===== config.mk =====
export PLATFORM = sky130hd
export DESIGN_NAME = ssd1306_init_sequencer
export DESIGN_NICKNAME = d
export VERILOG_FILES = /design/src/rtl/ssd1306_init_sequencer.sv
export SDC_FILE = /design/constraint.sdc
export NUM_CORES = 1
export LEC_CHECK = 0
export ABC_CLOCK_PERIOD_IN_PS = 1300
export BUFFER_PORTS_ARGS = -buffer_cell sky130_fd_sc_hd__buf_2
export CAP_MARGIN = 0
export CORE_MARGIN = 2
export CORE_UTILIZATION = 25
export CTS_CLUSTER_SIZE = 16
export DETAILED_ROUTE_END_ITERATION = 10
export HOLD_SLACK_MARGIN = 0.06
export PLACE_DENSITY = 0.47
export SLEW_MARGIN = 20
export SYNTH_ARGS = -nofsm -noshare
export SYNTH_HDL_FRONTEND = slang
export SYNTH_SLANG_ARGS = --single-unit
export TNS_END_PERCENT = 100

===== constraint.sdc =====
create_clock -name clk -period 1.3 [get_ports clk]
set_input_delay 0.26 -clock clk [delete_from_list [all_inputs] [get_ports clk]]
set_output_delay 0.26 -clock clk [all_outputs]
set_load 0.02 [all_outputs]

===== src/rtl/ssd1306_init_sequencer.sv =====
// rtl/ssd1306_init_sequencer.sv - walks the SSD1306 init ROM and streams each entry as one byte
//
// Ports:
//   clk, reset      single clock, synchronous active-high reset
//   start           one-cycle run request, honoured only while idle
//   rom_address     ROM address (0..SIZE), rom_data / rom_last combinational replies
//   out_data/out_dc byte and data/command flag towards the serializer
//   out_valid/out_ready  byte handshake
//   busy            high whenever the sequencer is not idle
//   done            one-cycle pulse when the sequence has finished
//
// Optional feature: SSD1306_INIT_DELAY_EN turns flag-bit words into wait entries
// of rom_data[7:0]*DELAY_UNIT cycles; all transmitted bytes are then commands.

module ssd1306_init_sequencer #(
    parameter int SIZE       = 32,
    parameter int DATA_WIDTH = 9,
    parameter int DELAY_UNIT = 1000,
    parameter int ADDR_W     = $clog2(SIZE + 1)
) (
    input  logic                  clk,
    input  logic                  reset,
    input  logic                  start,
    output logic [ADDR_W-1:0]     rom_address,
    input  logic [DATA_WIDTH-1:0] rom_data,
    input  logic                  rom_last,
    output logic [7:0]            out_data,
    output logic                  out_dc,
    output logic                  out_valid,
    input  logic                  out_ready,
    output logic                  busy,
    output logic                  done
);

`ifdef SSD1306_INIT_DELAY_EN
    typedef enum logic [2:0] {IDLE, FETCH, SEND, DELAY, DONE} state_t;
    localparam int CNT_W = $clog2(255 * DELAY_UNIT + 1);
    logic [CNT_W-1:0] cnt, cnt_n;
`else
    typedef enum logic [2:0] {IDLE, FETCH, SEND, DONE} state_t;
`endif

    // Address one past the last entry; reaching it ends the run even without a marker.
    localparam logic [ADDR_W-1:0] END_ADDR = ADDR_W'(SIZE);

    state_t            state, state_n;
    logic [ADDR_W-1:0] addr_n;
    logic [7:0]        data_n;
    logic              dc_n;
    logic              valid_n;
    logic              busy_n;
    logic              done_n;

    always_ff @(posedge clk) begin
        if (reset) begin
            state       <= IDLE;
            rom_address <= '0;
            out_data    <= '0;
            out_dc      <= 1'b0;
            out_valid   <= 1'b0;
            busy        <= 1'b0;
            done        <= 1'b0;
`ifdef SSD1306_INIT_DELAY_EN
            cnt         <= '0;
`endif
        end else begin
            state       <= state_n;
            rom_address <= addr_n;
            out_data    <= data_n;
            out_dc      <= dc_n;
            out_valid   <= valid_n;
            busy        <= busy_n;
            done        <= done_n;
`ifdef SSD1306_INIT_DELAY_EN
            cnt         <= cnt_n;
`endif
        end
    end

    always_comb begin
        state_n = state;
        addr_n  = rom_address;
        data_n  = out_data;
        dc_n    = out_dc;
        valid_n = out_valid;
        done_n  = 1'b0;
`ifdef SSD1306_INIT_DELAY_EN
        cnt_n   = cnt;
`endif
        case (state)
            IDLE: begin
                if (start) begin
                    addr_n  = '0;
                    state_n = FETCH;
                end
            end
            FETCH: begin
                if (rom_last || rom_address == END_ADDR) begin
                    // done is raised on entry so it is visible during DONE, alongside busy.
                    done_n  = 1'b1;
                    state_n = DONE;
                end
`ifdef SSD1306_INIT_DELAY_EN
                else if (rom_data[8]) begin
                    cnt_n   = CNT_W'(rom_data[7:0]) * CNT_W'(DELAY_UNIT);
                    state_n = DELAY;
                end
`endif
                else begin
                    data_n  = rom_data[7:0];
`ifdef SSD1306_INIT_DELAY_EN
                    dc_n    = 1'b0;
`else
                    dc_n    = rom_data[8];
`endif
                    valid_n = 1'b1;
                    state_n = SEND;
                end
            end
            SEND: begin
                if (out_ready) begin
                    valid_n = 1'b0;
                    addr_n  = rom_address + 1'b1;
                    state_n = FETCH;
                end
            end
`ifdef SSD1306_INIT_DELAY_EN
            DELAY: begin
                if (cnt == '0) begin
                    addr_n  = rom_address + 1'b1;
                    state_n = FETCH;
                end else begin
                    cnt_n = cnt - 1'b1;
                end
            end
`endif
            DONE: begin
                addr_n  = '0;
                state_n = IDLE;
            end
            default: state_n = IDLE;
        endcase
        busy_n = (state_n != IDLE);
    end

endmodule


-- Word level (Yosys, flattened, before mapping)
Index checks and enable logic that the tools add are counted.
- output and inout port bits: 18
- bits in registers: 21
- bits of input ports: 14
- multiplexer cells: 11
- eq/ne operators: 7
- bitwise gates (word level): 2
- $add $sub $neg: 1
- reduce and logical (&&, ||, !) cells: 9
- operators by type and width (operator ; number):
    one-hot mux 6 bit (3 select lines) ; 1
    two-way mux 6 bit ; 2
    one-hot mux 3 bit (3 select lines) ; 1
    adder 6 x 1 -> 6 bit, second input constant ; 1
    equality test 3 x 2 -> 1 bit, second input constant ; 2
    equality test 6 bit, second input constant ; 1
    two-way mux 3 bit ; 2
    inequality test 2 bit, second input constant ; 3
    AND reduction 3 bit ; 2
    nonzero test 3 bit ; 2
    two-way mux 1 bit ; 4
    equality test 3 x 1 -> 1 bit, second input constant ; 1
    logical NOT 3 bit ; 1
    inverter 1 bit ; 2
    one-hot mux 1 bit (2 select lines) ; 1
    AND reduction 2 bit ; 1
    nonzero test 2 bit ; 1
    OR reduction 2 bit ; 1
    logical OR 1 bit ; 1

-- Longest topological paths before layout
- word-level depth: 5
- depth in mapped cells: 6

-- Worst setup path before layout
OpenSTA, ideal clock, no wires.
- path kind: flip-flop to flip-flop
- start point: register rom_address[0]
- end point: register out_data[0]
- setup slack: -0.158 ns
- buffers on the path: 1
- stages on the path, launching flop included: 7
- clock period less this slack: 1.458 ns
- data arrival time: 1.387 ns
- required time: 1.228 ns
- cells stage by stage: dfxtp_1 inv_1 ha_1 nand4bb_1 o211a_1 buf_4 mux2i_1
- cells in the longest elaborated chain, start to end: 4
- ends and longest elaborated chain (item ; RTL line ; RTL):
    start: declaration ; 24 ; output logic [ADDR_W-1:0] rom_address,
    start signal: assignment ; 68 ; rom_address <= addr_n;
    equality test 6 bit ; 98 ; if (rom_last || rom_address == END_ADDR) begin
    logical OR 1 bit ; 98 ;
    inverter 1 bit (no source line) ; - ;
    AND reduction 2 bit (no source line) ; - ;
    end signal: assignment ; 69 ; out_data <= data_n;
    end: declaration ; 27 ; output logic [7:0] out_data,
No other way between the ends.
A chain may end at the register's enable or synchronous reset.

-- Worst setup path after layout
- start point: register state[1]
- end point: register rom_address[5]
- cells in the longest elaborated chain, start to end: 3
- elaborated cells on any way between the ends: 8
- classes of those cells: 4 x eq/ne; 1 x mux; 3 x reduce/logical
- ends and longest elaborated chain (item ; RTL line ; RTL):
    start: declaration ; 46 ; state_t state, state_n;
    start signal: assignment ; 67 ; state <= state_n;
    equality test 3 x 2 -> 1 bit / logical NOT 3 bit (equally long branches) ; 90 ; case (state)
    inequality test 2 bit (no source line) / nonzero test 3 bit (equally long branches) ; - ;
    AND reduction 3 bit (no source line) ; - ;
Parallel ways exist; a longest one is shown, timed or not.

==> run metrics <==
run status complete, but fails checks; violated checks negative setup slack; # fillers 460; slowest cell delay on critical path 0.44 ns; static leakage power 0.659 nW; Setup Slack @ Placement -0.0798 ns; global routing usage summed across all routing layers 11.8%; Pre-Repair DR Iteration Count 4; worst skew pair latency 0.26 ns; most frequent standard cell in the layout excluding fill and tap cells sky130_fd_sc_hd__buf_2; number of buffers inserted by hold repair at cts 0; largest clock skew in the final design 0.00249 ns; number of clock buffers inserted by TritonCTS 3; final antenna diode count 0; Final Critical Period 1.38 ns; RSZ-0062 raised after global routing true; cell at the slowest stage of the critical path sky130_fd_sc_hd__or3b_4; cell area after layout 1620 um2; Netlist Area Pre-Place 1120 um2; max frequency 0.725 GHz; Post-Place Cell Area 1460 um2; Layout area overhead 44.4%; remaining global-route overflow 0; largest net degree at the start of global routing 22; cell area power density 788 nW/um2; proportion of synthesized flip-flops having asynchronous set or reset 0%; Post-Syn Nets 134; proportion of synthesized chip area in sequential cells 37.6%; Top Ports 32; HP Start rom_data[8]; global-route wire length before repair 4.71 mm; endpoints failing hold 0; Row Count 24; floorplan die width 70.9 um; placed wire-length estimate 1.98 mm; cell count of the worst hold path 3; most used cells in the layout excluding fill and tap cells 31 x sky130_fd_sc_hd__buf_2, 19 x sky130_fd_sc_hd__nand2b_1, 17 x sky130_fd_sc_hd__buf_4; setup-violating endpoint count in the final report 16; layout cells sized above 1 44.6%; drt wl/cell 13.1 um; number of levels in the clock H-tree 1; final routed wirelength across all metal layers 2.85 mm; area of the die 5030 um2; total DRC errors in the routed layout 0; Antenna Nets Post-Route 0; post-route setup slack -0.0790 ns; clock slew at the register clock pins of the worst setup and hold paths 0.09 ns; critical setup path kind reg2reg; DR vias/cell 4.64; distinct cell type count of the synthesized netlist 35; global placer's final weighted congestion 0.822; minimum setup slack among reg-to-reg paths -0.08 ns; maximum VDD drop 0.433 mV; Period Utilization, post-route 106%; launching point of the worst reg2reg path state[1]$_SDFF_PP0_; buffers from clock root to sink, at most 2; Data arrival, critical path 1.58 ns; slew at the pin closest to its max-slew limit 0.498 ns; antenna violations before repair 0; DIE HEIGHT 70.9 um; post-synthesis average cell area 9.48 um2; required time of the critical path 1.50 ns; Std-Cell Core Area 4320 um2; Port Buffer Count 31; min-delay worst type in2reg; R2R cell count 3; CP endpoint kind register; max-slew violations 0; startpoint type of the worst setup path register; count of flip-flops with a built-in enable after synthesis 0; worst-case headroom to the max-slew limit 66.6%; Clock Root Buffer sky130_fd_sc_hd__clkbuf_8; effective utilization at floorplan 25.9%; Maximum Capacitance Violations 0; Endpoint, Worst Hold out_dc$_SDFFE_PP0P_; vias in the first global route 975; Final nets 183; TritonCTS clock tree built; Worst Path Max Fanout 4; vias after detailed routing 1012; list of cells traversed by the critical path or3b_4 -> a2111oi_4 -> mux2i_1; number of standard cells after synthesis 118; clk sinks 21; number of warnings reported in the yosys synthesis log 0; First DRT Iteration DRCs 38; number of flip-flops and latches in the synthesized netlist 21; worst reg2reg endpoint rom_address[5]$_SDFFE_PP0P_; most common flop cell mapped by yosys sky130_fd_sc_hd__dfxtp_1
==> worst max-delay path by stage <==
| stage | depth (start not counted) | endpoint | slack [ns] | from |
|---|---|---|---|---|
| 6_report | 3 | rom_address[5]$_SDFFE_PP0P_ | -0.08 | state[1]$_SDFF_PP0_ |
| 5_1_grt | 3 | rom_address[5]$_SDFFE_PP0P_ | -0.13 | state[1]$_SDFF_PP0_ |
| 4_1_cts | 3 | rom_address[5]$_SDFFE_PP0P_ | -0.08 | state[1]$_SDFF_PP0_ |
| 3_5_place_dp | 4 | rom_address[4]$_SDFFE_PP0P_ | -0.08 | start |
| 3_3_place_gp | 4 | rom_address[5]$_SDFFE_PP0P_ | -0.09 | start |
| 2_1_floorplan | 6 | out_valid$_SDFFE_PP0P_ | -0.03 | rom_address[1]$_SDFFE_PP0P_ |
==> what timing repair did <==
action,CTS,global route
endpoints found under the setup margin,16,18
resized for setup,10,5
gates cloned,1,0
buffers inserted,2,2
pin swaps,2,5
==> critical path, delay by kind of cell, from the launching register on <==
family           cells  cell delay [ns]
AND/OR/NAND/NOR      1             0.44
flip-flops           1             0.34
multiplexers         1             0.22
AO/OA/AOI/OAI        1             0.32
==> layout make-up <==
cell class	instances	area, um2	area share (%)
Clock buffer	3	41.3	2.56
Multi-Input combinational cell	85	698	43.2
Sequential cell	21	433	26.8
Clock inverter	1	7.51	0.465
Timing Repair Buffer	52	353	21.8
Tap cell	52	65.1	4.03
Inverter	4	17.5	1.08
==> layer usage <==
layer	wire (um)	vias up	global-route usage, %	part of all wire (%)
met2	1350	29	19.5	47
met1	1310	467	14.7	46
met5	0	-	0	0
met4	18	0	2.73	0.63
li1	-	514	-	-
met3	173	2	4.13	6.1
==> power breakdown <==
| group | total, mW | leakage (nW) | internal, mW | switching [mW] |
|---|---|---|---|---|
| clock network | 0.460 | 0.0217 | 0.217 | 0.243 |
| registers | 0.656 | 0.173 | 0.650 | 0.00640 |
| logic | 0.157 | 0.464 | 0.0782 | 0.0783 |
==> through the flow <==
stage | power [mW] | TNS (ns) | instances | util [%] | hold slack (ns)
2_1_floorplan | 0.760 | -0.0325 | 118 | - | 0.415
3_3_place_gp | 0.810 | -0.686 | 210 | 33.7 | 0.457
5_1_grt | 1.33 | -1.47 | 218 | 37.4 | 0.238
4_1_cts | 1.28 | -0.454 | 217 | 36.7 | 0.239
6_report | 1.27 | -0.335 | 218 | 37.4 | 0.245
3_5_place_dp | 0.813 | -0.900 | 210 | 33.7 | 0.458
==> synth_stat cells (2+ instances only) <==
master,count,area share [%]
sky130_fd_sc_hd__a211oi_1,3,2.0
sky130_fd_sc_hd__a21oi_1,3,1.3
sky130_fd_sc_hd__buf_2,2,0.89
sky130_fd_sc_hd__buf_4,3,2.0
sky130_fd_sc_hd__clkbuf_1,3,1.0
sky130_fd_sc_hd__dfxtp_1,21,38
sky130_fd_sc_hd__ha_1,2,2.2
sky130_fd_sc_hd__inv_1,4,1.3
sky130_fd_sc_hd__mux2i_1,14,13
sky130_fd_sc_hd__nand2_1,3,1.0
sky130_fd_sc_hd__nand2b_1,19,11
sky130_fd_sc_hd__nand3_1,6,2.7
sky130_fd_sc_hd__nand4b_1,4,3.1
sky130_fd_sc_hd__nor2_1,7,2.3
sky130_fd_sc_hd__nor2b_1,2,1.1
sky130_fd_sc_hd__o211ai_1,2,1.3
sky130_fd_sc_hd__or4b_1,2,1.8
==> sequential cells by signal, summed over array words and instances, names as in the netlist <==
name	cells
busy	1
done	1
out_data	8
out_dc	1
out_valid	1
rom_address	6
state	3
==> cells by family after synthesis <==
| kind of cell | Yosys count | share of synthesized area, % |
|---|---|---|
| simple gates | 53 | 30.5 |
| flops | 21 | 37.6 |
| buf+inv | 12 | 5.26 |
| mux | 14 | 12.5 |
| compound gates | 15 | 11.5 |
| other cells | 1 | 0.335 |
| fa+ha+maj | 2 | 2.24 |
No activity file was read; power rests on OpenSTA's default activity.
